--- config.mk ---
export PLATFORM = sky130hd
export DESIGN_NAME = paralelo_serial_param_flat
export DESIGN_NICKNAME = d
export VERILOG_FILES = /design/src/rtl/ps_pkg.sv /design/src/rtl/paralelo_serial_param_if.sv /design/src/rtl/ps_shifter.sv /design/src/rtl/paralelo_serial_param.sv /design/src/flat_wrapper.sv
export SDC_FILE = /design/constraint.sdc
export NUM_CORES = 1
export LEC_CHECK = 0
export CAP_MARGIN = 30
export CORE_UTILIZATION = 42
export CTS_CLUSTER_SIZE = 28
export DETAILED_ROUTE_END_ITERATION = 8
export PLACE_DENSITY = 0.7
export SLEW_MARGIN = 20
export SYNTH_ARGS = -nofsm -noshare
export SYNTH_HDL_FRONTEND = slang
export SYNTH_SLANG_ARGS = --single-unit
export TNS_END_PERCENT = 30
--- constraint.sdc ---
create_clock -name clk_PS -period 1.3 [get_ports clk_PS]
set_input_delay 0.26 -clock clk_PS [delete_from_list [all_inputs] [get_ports clk_PS]]
set_output_delay 0.26 -clock clk_PS [all_outputs]
set_load 0.05 [all_outputs]
--- src/rtl/ps_pkg.sv ---
// rtl/ps_pkg.sv - shared types and helpers for the paralelo_serial_param converter
package ps_pkg;

    typedef enum logic {
        SYNC   = 1'b0,
        ACTIVE = 1'b1
    } ps_state_t;

    localparam logic [7:0] IDLE_SYM_DEF = 8'hBC;

    function automatic int frame_w(input int data_w, input bit parity_en);
        return data_w + (parity_en ? 1 : 0);
    endfunction

    // Even parity over the word; callers zero-extend, which leaves the XOR unchanged.
    function automatic logic even_parity(input logic [63:0] word);
        return ^word;
    endfunction

endpackage

--- src/rtl/paralelo_serial_param_if.sv ---
// rtl/paralelo_serial_param_if.sv - word handshake and serial-line bundle of the converter
interface paralelo_serial_param_if #(
    parameter int DATA_W = 8
);
    logic              valid_in_PS;
    logic [DATA_W-1:0] data_in_PS;
    logic              ready_out_PS;
    logic              data_out_PS;
    logic              frame_start_PS;
    logic              active_PS;

    modport master (
        output valid_in_PS, data_in_PS,
        input  ready_out_PS, data_out_PS, frame_start_PS, active_PS
    );

    modport slave (
        input  valid_in_PS, data_in_PS,
        output ready_out_PS, data_out_PS, frame_start_PS, active_PS
    );
endinterface

--- src/rtl/ps_shifter.sv ---
// rtl/ps_shifter.sv - frame load/shift register with bit counter, MSB first
module ps_shifter #(
    parameter int FRAME_W = 8
) (
    input  logic               clk_PS,
    input  logic               reset_L,
    input  logic [FRAME_W-1:0] i_frame,
    output logic               o_serial,
    output logic               o_load,
    output logic               o_frame_start
);
    localparam int CNT_W = $clog2(FRAME_W);
    localparam logic [CNT_W-1:0] LAST = CNT_W'(FRAME_W - 1);

    logic [FRAME_W-1:0] r_shift;
    logic [CNT_W-1:0]   r_bit_cnt;

    // Counter resets to LAST so the first cycle after release is a load cycle.
    always_ff @(posedge clk_PS) begin
        if (!reset_L) begin
            r_shift   <= '0;
            r_bit_cnt <= LAST;
        end else if (o_load) begin
            r_shift   <= i_frame;
            r_bit_cnt <= '0;
        end else begin
            r_shift   <= {r_shift[FRAME_W-2:0], 1'b0};
            r_bit_cnt <= r_bit_cnt + CNT_W'(1);
        end
    end

    assign o_load        = (r_bit_cnt == LAST);
    assign o_serial      = r_shift[FRAME_W-1];
    assign o_frame_start = reset_L && (r_bit_cnt == '0);

endmodule

--- src/rtl/paralelo_serial_param.sv ---
// rtl/paralelo_serial_param.sv - parallel-to-serial TX converter with link sync and idle fill; parity bit when PS_PARITY_EN is defined
module paralelo_serial_param
    import ps_pkg::*;
#(
    parameter int                DATA_W     = 8,
    parameter logic [DATA_W-1:0] IDLE_SYM   = DATA_W'(IDLE_SYM_DEF),
    parameter int                SYNC_WORDS = 4
) (
    input  logic                     clk_PS,
    input  logic                     reset_L,
    paralelo_serial_param_if.slave   bus
);
`ifdef PS_PARITY_EN
    localparam bit PARITY_EN = 1'b1;
`else
    localparam bit PARITY_EN = 1'b0;
`endif
    localparam int FRAME_W = frame_w(DATA_W, PARITY_EN);
    localparam int SCNT_W  = $clog2(SYNC_WORDS + 1);
    localparam logic [SCNT_W-1:0] SYNC_LAST = SCNT_W'(SYNC_WORDS);

    ps_state_t          r_state, w_next_state;
    logic [SCNT_W-1:0]  r_sync_cnt, w_next_sync_cnt;
    logic               w_load, w_sync_done, w_ready;
    logic [DATA_W-1:0]  w_word;
    logic [FRAME_W-1:0] w_frame;

    always_ff @(posedge clk_PS) begin
        if (!reset_L) begin
            r_state    <= SYNC;
            r_sync_cnt <= '0;
        end else begin
            r_state    <= w_next_state;
            r_sync_cnt <= w_next_sync_cnt;
        end
    end

    assign w_sync_done = (r_sync_cnt == SYNC_LAST);
    // The final SYNC load already counts as an ACTIVE load, so ready opens on it.
    assign w_ready     = reset_L && w_load && ((r_state == ACTIVE) || w_sync_done);

    always_comb begin
        w_next_state    = r_state;
        w_next_sync_cnt = r_sync_cnt;
        w_word          = IDLE_SYM;
        if (w_ready && bus.valid_in_PS) begin
            w_word = bus.data_in_PS;
        end
        if (w_load && (r_state == SYNC)) begin
            if (w_sync_done) begin
                w_next_state = ACTIVE;
            end else begin
                w_next_sync_cnt = r_sync_cnt + SCNT_W'(1);
            end
        end
    end

`ifdef PS_PARITY_EN
    assign w_frame = {w_word, even_parity(64'(w_word))};
`else
    assign w_frame = w_word;
`endif

    ps_shifter #(
        .FRAME_W (FRAME_W)
    ) u_shifter (
        .clk_PS        (clk_PS),
        .reset_L       (reset_L),
        .i_frame       (w_frame),
        .o_serial      (bus.data_out_PS),
        .o_load        (w_load),
        .o_frame_start (bus.frame_start_PS)
    );

    assign bus.ready_out_PS = w_ready;
    assign bus.active_PS    = (r_state == ACTIVE);

endmodule

--- src/flat_wrapper.sv ---
// flat-port wrapper written by rule: the top's interface ports become plain ports
module paralelo_serial_param_flat import ps_pkg::*;
#(
    parameter int                DATA_W     = 8,
    parameter logic [DATA_W-1:0] IDLE_SYM   = DATA_W'(IDLE_SYM_DEF),
    parameter int                SYNC_WORDS = 4
)
  (clk_PS, reset_L, bus_valid_in_PS, bus_data_in_PS, bus_ready_out_PS, bus_data_out_PS, bus_frame_start_PS, bus_active_PS);
  paralelo_serial_param_if #(.DATA_W(DATA_W)) bus_i ();
  input  logic clk_PS;
  input  logic reset_L;
  input wire logic [$bits(bus_i.valid_in_PS)-1:0] bus_valid_in_PS;
  input wire logic [$bits(bus_i.data_in_PS)-1:0] bus_data_in_PS;
  output wire logic [$bits(bus_i.ready_out_PS)-1:0] bus_ready_out_PS;
  output wire logic [$bits(bus_i.data_out_PS)-1:0] bus_data_out_PS;
  output wire logic [$bits(bus_i.frame_start_PS)-1:0] bus_frame_start_PS;
  output wire logic [$bits(bus_i.active_PS)-1:0] bus_active_PS;
  assign bus_i.valid_in_PS = bus_valid_in_PS;
  assign bus_i.data_in_PS = bus_data_in_PS;
  assign bus_ready_out_PS = bus_i.ready_out_PS;
  assign bus_data_out_PS = bus_i.data_out_PS;
  assign bus_frame_start_PS = bus_i.frame_start_PS;
  assign bus_active_PS = bus_i.active_PS;
  paralelo_serial_param #(.DATA_W(DATA_W), .IDLE_SYM(IDLE_SYM), .SYNC_WORDS(SYNC_WORDS)) u_core (.clk_PS(clk_PS), .reset_L(reset_L), .bus(bus_i));
endmodule
# After elaboration in Yosys (flattened, before gate mapping)
# Index checks and enable logic that the tools add are counted.
# op_classes
add_sub_neg,2
eq_ne,2
mux,3
bitwise,2
n_reduce_logical,10
# op_table
cell,count
$mux W8,2
$add A3 B1 Y3 const B,2
$eq A3 B3 Y1 const B,2
$logic_and A1 B1 Y1,5
$reduce_and A2 Y1,2
$logic_not A3 Y1,1
$mux W3,1
$reduce_and A3 Y1,1
$not A1 Y1,2
$logic_or A1 B1 Y1,1
# totals
ff_bits,15
inputBits,11
output_inout_bits,4
wordCells,24

# Longest topological paths before layout
# depth
depth_word,6
depth_mapped,5
depth_no_buf,5

# Hierarchy
# Synthesis repeated with hierarchy kept, for this count alone.
# hier_totals
hier_cells,74
area_unflattened_um2,720.7
# modules_own_cells
mod,n_inst,cells_per_inst,area_each_um2,seq_area_each_um2
ps_shifter,1,40,441.7,220.2
paralelo_serial_param,1,34,279.0,80.1

# Worst setup path before layout
# No wires, ideal clock.
# synth_timing
path_kind,register to register
start,reg u_core.u_shifter.r_bit_cnt[0]
end,reg u_core.u_shifter.r_shift[0]
setup_ps,62
arrival_time_ps,1741
required_time_ps,1238
setup_slack_ps,-504
path_stages_with_launch,6
n_path_buf,0
period_less_slack_ps,1804
path_cell_list,dfxtp_1 ha_1 ha_1 nand2_1 nor2_1 and3_1
# synth_via
elab_chain_cells,5
# synth_rtl
element,line_no,rtl
start: declaration,ps_shifter.sv:16,logic [CNT_W-1:0] r_bit_cnt;
start signal: assignment,ps_shifter.sv:28,r_bit_cnt <= r_bit_cnt + CNT_W'(1);
$eq A3 B3 Y1,ps_shifter.sv:32,assign o_load = (r_bit_cnt == LAST);
$logic_and A1 B1 Y1 (2 in a row),paralelo_serial_param.sv:40,assign w_ready = reset_L && w_load && ((r_state == ACTIVE) || w_sync_done);
via bus_ready_out_PS,flat_wrapper.sv:14,output wire logic [$bits(bus_i.ready_out_PS)-1:0] bus_ready_out_PS;
$logic_and A1 B1 Y1,paralelo_serial_param.sv:46,if (w_ready && bus.valid_in_PS) begin
$reduce_and A3 Y1 (no source line),-,
end signal: assignment,ps_shifter.sv:24,r_shift <= i_frame;
end signal: assignment,ps_shifter.sv:27,"r_shift <= {r_shift[FRAME_W-2:0], 1'b0};"
end: declaration,ps_shifter.sv:15,logic [FRAME_W-1:0] r_shift;
# The timed path passes the listed nets, and every way through them passes these cells.
# A chain may end at the register's enable or synchronous reset.

# Worst setup path after layout
# layout_timing
start,reg u_core.r_sync_cnt[1]
end,out bus_ready_out_PS
# layout_via
elab_chain_cells,3
# layout_rtl
element,line_no,rtl
start: declaration,paralelo_serial_param.sv:23,"logic [SCNT_W-1:0] r_sync_cnt, w_next_sync_cnt;"
start signal: assignment,paralelo_serial_param.sv:34,r_sync_cnt <= w_next_sync_cnt;
$eq A3 B3 Y1,paralelo_serial_param.sv:38,assign w_sync_done = (r_sync_cnt == SYNC_LAST);
$logic_or A1 B1 Y1,paralelo_serial_param.sv:40,
$logic_and A1 B1 Y1,paralelo_serial_param.sv:40,
end: declaration,flat_wrapper.sv:14,
# Every way passes these cells.

==> flow_metrics.py <==
metrics = {
    "layout": {
        "nets": 109,
        "flow.area_growth_from_synthesis_pct": 61.4,
        "ff_latch_area_um2": 305,
        "fillCellCount": 101,
        "final_cell_mix": "dfxtp_1, clkdlybuf4s50_1, buf_4",
        "final_common_cell": "dfxtp_1",
        "multi_input_area_um2": 407,
        "antennaDiodeCount": 0,
        "final_core_util_pct": 72.3,
        "finalNonFillerCells": 108,
        "drive_gt1_share_pct": 41.3,
    },
    "clock_tree": {
        "clk_path_buf_depth": 2,
        "clkSinkCount": 15,
        "cts_tree": "done",
        "root_buffer": "clkbuf_4",
        "cts_made_buffers": 3,
        "clkTransAtPathRegs_ns": 0.09,
        "clk_latency_ns": 0.30,
        "cts_hold_buf": 0,
        "htree_levels": 1,
    },
    "die": {
        "ios": 15,
        "dieArea_mm2": 0.00175,
        "start_util_pct": 44.8,
        "die_x_um": 41.8,
        "core_area_mm2": 0.00149,
        "rows": 14,
        "dieHeight_um": 41.8,
    },
    "worst_setup_path": {
        "reg2regPathDepth": 7,
        "cp_max_fo": 2,
        "worst-r2r-setup-slack_ns": -0.21,
        "start_kind": "flop",
        "worstSetupPathType": "reg -> out",
        "end_kind": "output port",
        "worstPathArrival_ns": 1.25,
        "critical_path_required_ns": 1.04,
    },
    "grt": {
        "grt_max_degree": 13,
        "use_met2_pct": 33.4,
        "grt_use_met1_pct": 19.8,
        "antenna_found_initial": 0,
        "use_met3_pct": 6.52,
        "gr-total-overflow": 0,
        "grt_pass1_vias": 566,
        "grt_pass1_wl_mm": 2.44,
        "gr-max-usage-layer": "met2",
        "grt_use_total_pct": 19.9,
    },
    "power": {
        "total_power_mw": 1.42,
        "power_density_mw_per_mm2": 1320,
        "peakVddDrop_v": 0.000769,
        "power.leakage_nw": 0.453,
    },
    "place": {
        "io_buffers": 14,
        "dp_hpwl_um": 949,
        "place_congestion": 0.688,
        "placed_cells": 100,
    },
    "logic_synthesis": {
        "synth_nets": 80,
        "ys_types": 23,
        "syn_inst": 64,
        "syn_avg_cell_area_um2": 10.4,
        "synth_seq_cells": 15,
        "ys_seq_area_share_pct": 45.0,
        "synth_edf_count": 0,
        "ys_async_sr_fraction_pct": 0,
        "synth_area_um2": 667,
        "ys_dominant_reg_cell": "dfxtp_1",
        "yosys_warnings": 0,
    },
    "timing": {
        "finalCritPeriodShare_pct": 116,
        "max_slew_margin_pct": 80.8,
        "fin_tns_setup_ns": -1.43,
        "period_minus_slack_ns": 1.51,
        "hold_viol_final": 0,
        "rsz0062_at_grt": "true",
        "holdWs_ns": 0.463,
        "fin_ws_ns": -0.208,
        "clock-skew-final_ns": 0.00143,
        "setup_viol": 13,
        "tightest_slew_ns": 0.287,
        "fmax_mhz": 663,
        "slew_viol_final": 0,
    },
    "drt": {
        "wl_mm": 1.40,
        "avgViaCountPerCell": 5.06,
        "antenna_left": 0,
        "drc": 0,
        "drtIter0Drc": 5,
        "drt-wirelength-per-cell_um": 13.0,
        "firstDrtPassIters": 4,
        "dr_total_vias": 547,
    },
    "status": {
        "violations": "setup timing",
        "status": "finished with violations",
    },
    "flow_run": {
        "max-cap-violations": 0,
    },
    "min_path": {
        "hold_depth": 2,
        "hold_path_class": "reg -> reg",
    },
}
timing repair:
action,in CTS,in global routing
pin swaps,9,4
resized for setup,20,7
setup endpoints to repair,9,11
gates cloned,0,0
endpoints found under the hold margin,0,0
setup buffers,2,2
metrics by stage:
step,setup WS [ns],instance area (µm²)
floorplan,-0.125,677
global placement,-0.125,915
detailed placement,-0.140,915
CTS,-0.250,1040
global route,-0.264,1080
finish,-0.208,1080
synth_stat cells (all sizes together), types with 2 or more instances:
master	number	area, µm²
o21ai	5	25.0
ha	5	62.6
nand3b	4	42.5
inv	5	18.8
nand4	2	12.5
mux2i	2	20.0
dfxtp	15	300
a21oi	3	22.5
nand2	6	22.5
nor2	2	7.51
buf	3	30.0
nand2b	2	12.5
o221a	4	45.0
report_power, final:
part           switching, mW  total, mW  internal [mW]
combinational          0.242      0.560          0.318
clock                  0.159      0.279          0.120
sequential            0.0484      0.585          0.537
sequential cells by signal (all words and copies together) (netlist names):
signal / flops
u_core.u_shifter.r_bit_cnt: 3
u_core.u_shifter.r_shift: 8
u_core.r_sync_cnt: 3
u_core.bus.active_PS: 1
logic make-up after synthesis:
family	share of synthesized area, %
AO/OA/AOI/OAI	16.3
multiplexers	3.00
AND/OR/NAND/NOR	19.0
flip-flops	45.0
adder cells (fa/ha/maj)	9.38
buffers and inverters	7.32
critical path: stages (launching register included):
cell	delay, ns
dfxtp_2	0.34
inv_1	0.06
ha_4	0.17
a21oi_4	0.17
nor2_4	0.07
buf_12	0.14
routing by layer:
layer	wire (µm)	share of wire [%]
met5	0	0
met2	735	52
met4	53	3.8
met1	567	40
met3	47	3.3
cell type report:
| cell class | instances | share of cell area [%] |
|---|---|---|
| inverter | 5 | 1.98 |
| clock buffer | 4 | 2.44 |
| timing repair buffer | 27 | 27.6 |
| tap | 16 | 1.86 |
| sequential | 15 | 28.4 |
| multi-input combinational | 41 | 37.8 |
final timing paths:
| kind | from | endpoint |
|---|---|---|
| worst min-delay path | u_core.u_shifter.r_shift[5]$_SDFF_PN0_ | u_core.u_shifter.r_shift[6]$_SDFF_PN0_ |
| worst max register to register | u_core.u_shifter.r_bit_cnt[1]$_SDFF_PN1_ | u_core.r_sync_cnt[2]$_SDFFE_PN0P_ |
| worst max-delay path | u_core.r_sync_cnt[1]$_SDFFE_PN0P_ | bus_ready_out_PS |
| worst min register to register | u_core.u_shifter.r_shift[5]$_SDFF_PN0_ | u_core.u_shifter.r_shift[6]$_SDFF_PN0_ |
Note: power is estimated with default switching activity, not from simulation.
==> patch 1, RTL diff (config.mk and constraints unchanged) <==
The option `PS_PARITY_EN` is turned on by a define.
--- a/src/rtl/paralelo_serial_param.sv
+++ b/src/rtl/paralelo_serial_param.sv
@@ -1,4 +1,6 @@
 // rtl/paralelo_serial_param.sv - parallel-to-serial TX converter with link sync and idle fill; parity bit when PS_PARITY_EN is defined
+`define PS_PARITY_EN
+
 module paralelo_serial_param
     import ps_pkg::*;
 #(
Function: changed (a bounded check fails within 10 cycles, from zero or initial values and one cycle with reset_L low).
==> patch 1 against the unedited design <==
The run still ends with setup timing left. Area after synthesis increased by 19%. Utilization shrank 3.5 points. Sequential cell count rose by 2. Final area is 12% higher. Synthesized cell count grew 36%. Wire length is 9.0% higher. Worst setup slack lost 0.075 ns. Total power rose by 7.2%. Die area is 18% higher. Critical endpoint unchanged.
==> patch 1: results (changes against the unedited design) <==
qor: logic_synthesis.synth.cells.most_frequent sky130_fd_sc_hd__dfxtp_1 (17), sky130_fd_sc_hd__xnor2_1 (10), sky130_fd_sc_hd__nor2_1 (8)
qor: drt.drt-vias-per-instance 4.78 [-5.7%]
qor: final_layout.number_of_nets_in_the_layout 135 [+24%]
qor: placement.dpl-instance-area 1130 µm² [+23%]
qor: final_layout.layout.comb_gates.multi_input 63 [+54%]
qor: global_route.via_count_of_the_first_global_routing_pass 634 [+12%]
qor: placement.gp_congestion 0.781 [+14%]
qor: floorplanning.std_cell_rows 15 [+1]
qor: drt.detailroute.wirelength.met2 738 µm [+0.41%]
qor: logic_synthesis.post_synth.cell_area_avg 9.12 µm² [-12%]
qor: logic_synthesis.yosysUniqueCellTypes 24 [+4.3%]
qor: global_route.groute.layer.met3.usage 3.97% [-2.6 points]
qor: power.vdd.ir_drop.worst 0.831 mV [+8.1%]
qor: global_route.grt_max_degree 11 [-2]
qor: drt.via_count 688 [+26%]
qor: final_layout.layout.nonclk_buf_share 25.9% [-1.6 points]
qor: global_route.grt_use_total 17.7% [-2.2 points]
qor: outcome.violated_checks setup timing
qor: min_path.origin_of_the_worst_min_delay_path u_core.u_shifter.r_shift[0]$_SDFF_PN0_
qor: worst_setup_path.ff2ff_setup_slack -0.10 ns [+0.11 ns]
qor: global_route.grt.met1_usage 23.2% [+3.4 points]
qor: global_route.grtUsageMet2 27.7% [-5.7 points]
qor: worst_setup_path.crit_path_start u_core.u_shifter.r_bit_cnt[0]$_SDFF_PP0_
qor: sta.post-route-worst-setup-slack -0.283 ns [-0.0748 ns]
qor: worst_setup_path.cp_data_arrival_time 1.32 ns [+0.07 ns]
qor: outcome.status finished with violations
qor: logic_synthesis.yosys-top-cells-area sky130_fd_sc_hd__dfxtp_1 (43%), sky130_fd_sc_hd__xnor2_1 (11%), sky130_fd_sc_hd__ha_1 (6.3%)
qor: drt.met3_length 51 µm [+8.5%]
qor: sta.finalSetupViolations 9 [-4]
qor: sta.timing.slew.headroom 73.7% [-7.1 points]
qor: sta.tns -0.783 ns [+0.646 ns]
qor: final_layout.layout.area.seq 343 µm² [+12%]
qor: drt.wl_met1 732 µm [+29%]
qor: worst_setup_path.critical_path.max_fanout 3 [+1]
qor: final_layout.clk_share 2.29% [-0.15 points]
qor: drt.initialDrtViolationCount 8 [+3]
qor: sta.final.hold.worst_slack 0.450 ns [-0.0123 ns]
qor: global_route.grt_pass1_wl 2610 µm [+7.1%]
qor: worst_setup_path.worstReg2RegStart u_core.u_shifter.r_bit_cnt[0]$_SDFF_PP0_
qor: logic_synthesis.syn_nets 102 [+28%]
qor: final_layout.drive_gt1_share 35.3% [-6.0 points]
qor: logic_synthesis.synth.yosys.seq_area_share 42.9% [-2.1 points]
qor: final_layout.top_regs u_core.u_shifter.r_shift x9, u_core.u_shifter.r_bit_cnt x4, u_core.r_sync_cnt x3
qor: power.total_leakage_power 0.482 nW [+6.4%]
qor: final_layout.multi_input_area_share 39.4% [+1.6 points]
-- patch 1: cell types whose count changed in the layout (fill, tap and decap cells not counted), sizes merged, moves of 3 or more --
cell | before | now
a21oi | 3 | 7
a21boi | 0 | 4
xnor2 | 0 | 10
nand3 | 0 | 7
nand3b | 4 | 1
o221a | 4 | 0
buf | 17 | 21
nor2 | 2 | 8
-- patch 1: power by group --
group,internal (W),switching [W]
clock network,0.000114,0.000162
registers,0.000597,0.0000344
logic,0.000325,0.000293
total,0.00104,0.000490
-- patch 1: timing repair --
item	in CTS	in global routing
endpoints found under the setup margin	13	14
pin swaps	3	0
hold buffers	0	0
buffers inserted	3	0
resized for setup	1	11
-- patch 1: cells by family (layout without fill, tap and decap cells) --
kind of cell               count (synthesis)  count (layout)  share of synthesized area, %
AOI/OAI and AO/OA                         18              18                          14.5
xor gates and xnor gates                  10              10                          11.0
adders and majority gates                  4               4                          6.31
buffers and inverters                      7              39                          4.89
DFF                                       17              17                          42.9
and+or+nand+nor                           31              31                          20.3
==> patch 2, RTL diff (config.mk and constraints unchanged) <==
Without the edit above. Make the reset (`reset_L`) asynchronous in 2 clocked blocks.
--- a/src/rtl/ps_shifter.sv
+++ b/src/rtl/ps_shifter.sv
@@ -16,7 +16,7 @@
     logic [CNT_W-1:0]   r_bit_cnt;
 
     // Counter resets to LAST so the first cycle after release is a load cycle.
-    always_ff @(posedge clk_PS) begin
+    always_ff @(posedge clk_PS or negedge reset_L) begin
         if (!reset_L) begin
             r_shift   <= '0;
             r_bit_cnt <= LAST;
--- a/src/rtl/paralelo_serial_param.sv
+++ b/src/rtl/paralelo_serial_param.sv
@@ -25,7 +25,7 @@
     logic [DATA_W-1:0]  w_word;
     logic [FRAME_W-1:0] w_frame;
 
-    always_ff @(posedge clk_PS) begin
+    always_ff @(posedge clk_PS or negedge reset_L) begin
         if (!reset_L) begin
             r_state    <= SYNC;
             r_sync_cnt <= '0;
Behaviour: differs if reset_L is asserted again (counterexample within 4 cycles, from zero or initial values and one cycle with reset_L low); with reset_L held inactive, the same outputs for 10 cycles.
==> patch 2 against the unedited design <==
The run still ends with setup timing left. Cell count shrank 7.4%. Area after synthesis is 3.4% lower. Wire length is 6.8% lower. Worst setup slack got worse by 0.18 ns. Critical path depth decreased by 1. Final area fell by 4.5%. Highest routed layer unchanged. Sequential cell count is the same. Largest cell class is now sequential cells. Die area down 3.2%.
Power is not compared: it rests on default switching activity, and its combinational part moved more than twofold at a synthesized area within 25%.
==> patch 2: results (changes against the unedited design) <==
qor: outcome.status finished with violations
qor: outcome.violated_checks setup timing
qor: sta.fin_worst_skew 0.00352 ns [+0.00209 ns]
qor: drt.drtPass1Iterations 2 [-2]
qor: cts.cts_repair_resize_count 1 [-95%]
qor: sta.post-route-worst-setup-slack -0.384 ns [-0.176 ns]
qor: cts.clock-root-buffer sky130_fd_sc_hd__clkbuf_4
qor: logic_synthesis.synth_async_sr_flop_share 100% [+100 points]
qor: placement.gp_congestion 0.667 [-3.0%]
qor: logic_synthesis.synthesis.instances 53 [-17%]
qor: logic_synthesis.yosysUniqueCellTypes 19 [-17%]
qor: worst_setup_path.ff2ff_setup_slack -0.27 ns [-0.06 ns]
qor: worst_setup_path.critical_path.max_fanout 2 [unchanged]
qor: placement.numPlacedInstances 94 [-6.0%]
qor: min_path.min-delay-path-class in2async
qor: global_route.via_count_of_the_first_global_routing_pass 478 [-16%]
qor: sta.final.hold.worst_slack 0.480 ns [+0.0168 ns]
qor: cts.worstSkewPairLatency 0.28 ns [-0.02 ns]
qor: global_route.grt_use_total 19.0% [-0.82 points]
qor: final_layout.drive_gt1_share 45.9% [+4.6 points]
qor: logic_synthesis.syn_nets 69 [-14%]
qor: sta.finalSetupViolations 13 [unchanged]
qor: worst_setup_path.worst_path_largest_cell_delay 0.57 ns [+0.23 ns]
qor: sta.tns -3.04 ns [-1.62 ns]
qor: final_layout.final_cells 100 [-7.4%]
qor: global_route.grt_pass1_wl 1990 µm [-18%]
qor: cts.cts_buffers 3 [unchanged]
qor: logic_synthesis.yosys-top-cells-area sky130_fd_sc_hd__dfrtp_1 (47%), sky130_fd_sc_hd__dfstp_2 (12%), sky130_fd_sc_hd__ha_1 (9.7%)
qor: drt.initialDrtViolationCount 2 [-3]
qor: placement.place.detailed.hpwl 1000 µm [+5.6%]
qor: placement.dpl-instance-area 976 µm² [+6.7%]
qor: placement.place_ws -0.207 ns [-0.0671 ns]
qor: logic_synthesis.synth.yosys.seq_area_share 58.8% [+14 points]
qor: drt.drt-vias-per-instance 4.87 [-3.8%]
qor: worst_setup_path.cpMaxStageDelayCell sky130_fd_sc_hd__dfstp_2
qor: logic_synthesis.synth.cells.most_frequent sky130_fd_sc_hd__dfrtp_1 (12), sky130_fd_sc_hd__inv_1 (8), sky130_fd_sc_hd__ha_1 (5), sky130_fd_sc_hd__o22a_1 (5)
==> patch 2: worst paths after layout <==
path	start	to	cells after the start
setup / recovery	u_core.u_shifter.r_bit_cnt[0]$_DFF_PN1_	bus_ready_out_PS	4
hold / removal	reset_L	u_core.u_shifter.r_shift[7]$_DFF_PN0_	2
setup reg to reg	u_core.u_shifter.r_bit_cnt[0]$_DFF_PN1_	u_core.u_shifter.r_shift[2]$_DFF_PN0_	6
hold reg to reg	u_core.u_shifter.r_shift[2]$_DFF_PN0_	u_core.u_shifter.r_shift[3]$_DFF_PN0_	1
max in group asynchronous	reset_L	u_core.bus.active_PS$_DFFE_PN0P_	2
min in group clk_PS	u_core.u_shifter.r_shift[2]$_DFF_PN0_	u_core.u_shifter.r_shift[3]$_DFF_PN0_	1
==> patch 2: logic make-up (layout without fill, tap and decap cells) <==
kind of cell / count (synthesis) / in the layout / synth area share [%]
flip-flops: 15 / 15 / 58.8
AO/OA/AOI/OAI: 11 / 11 / 13.0
AND/OR/NAND/NOR: 11 / 11 / 9.90
buffers and inverters: 9 / 41 / 5.44
adder cells (fa/ha/maj): 5 / 5 / 9.71
XOR/XNOR: 1 / 1 / 1.36
multiplexers: 1 / 1 / 1.75
==> patch 2: area by class of cell <==
| cell class | count | area (µm²) |
|---|---|---|
| well taps | 15 | 18.8 |
| repair buffers | 29 | 293 |
| multi-input cells | 29 | 278 |
| clock inverters | 1 | 5.00 |
| clock buffers | 3 | 22.5 |
| flip-flops and latches | 15 | 380 |
| inverters | 8 | 30.0 |
| fillers | 96 | 339 |
==> patch 2: metal layers <==
layer	vias to the layer above	share of wire [%]	track usage [%]
met1	229	46	22.7
met3	4	4.0	3.26
met2	12	48	31.3
li1	242	-	-
met4	0	2.1	12.1
met5	-	0	0
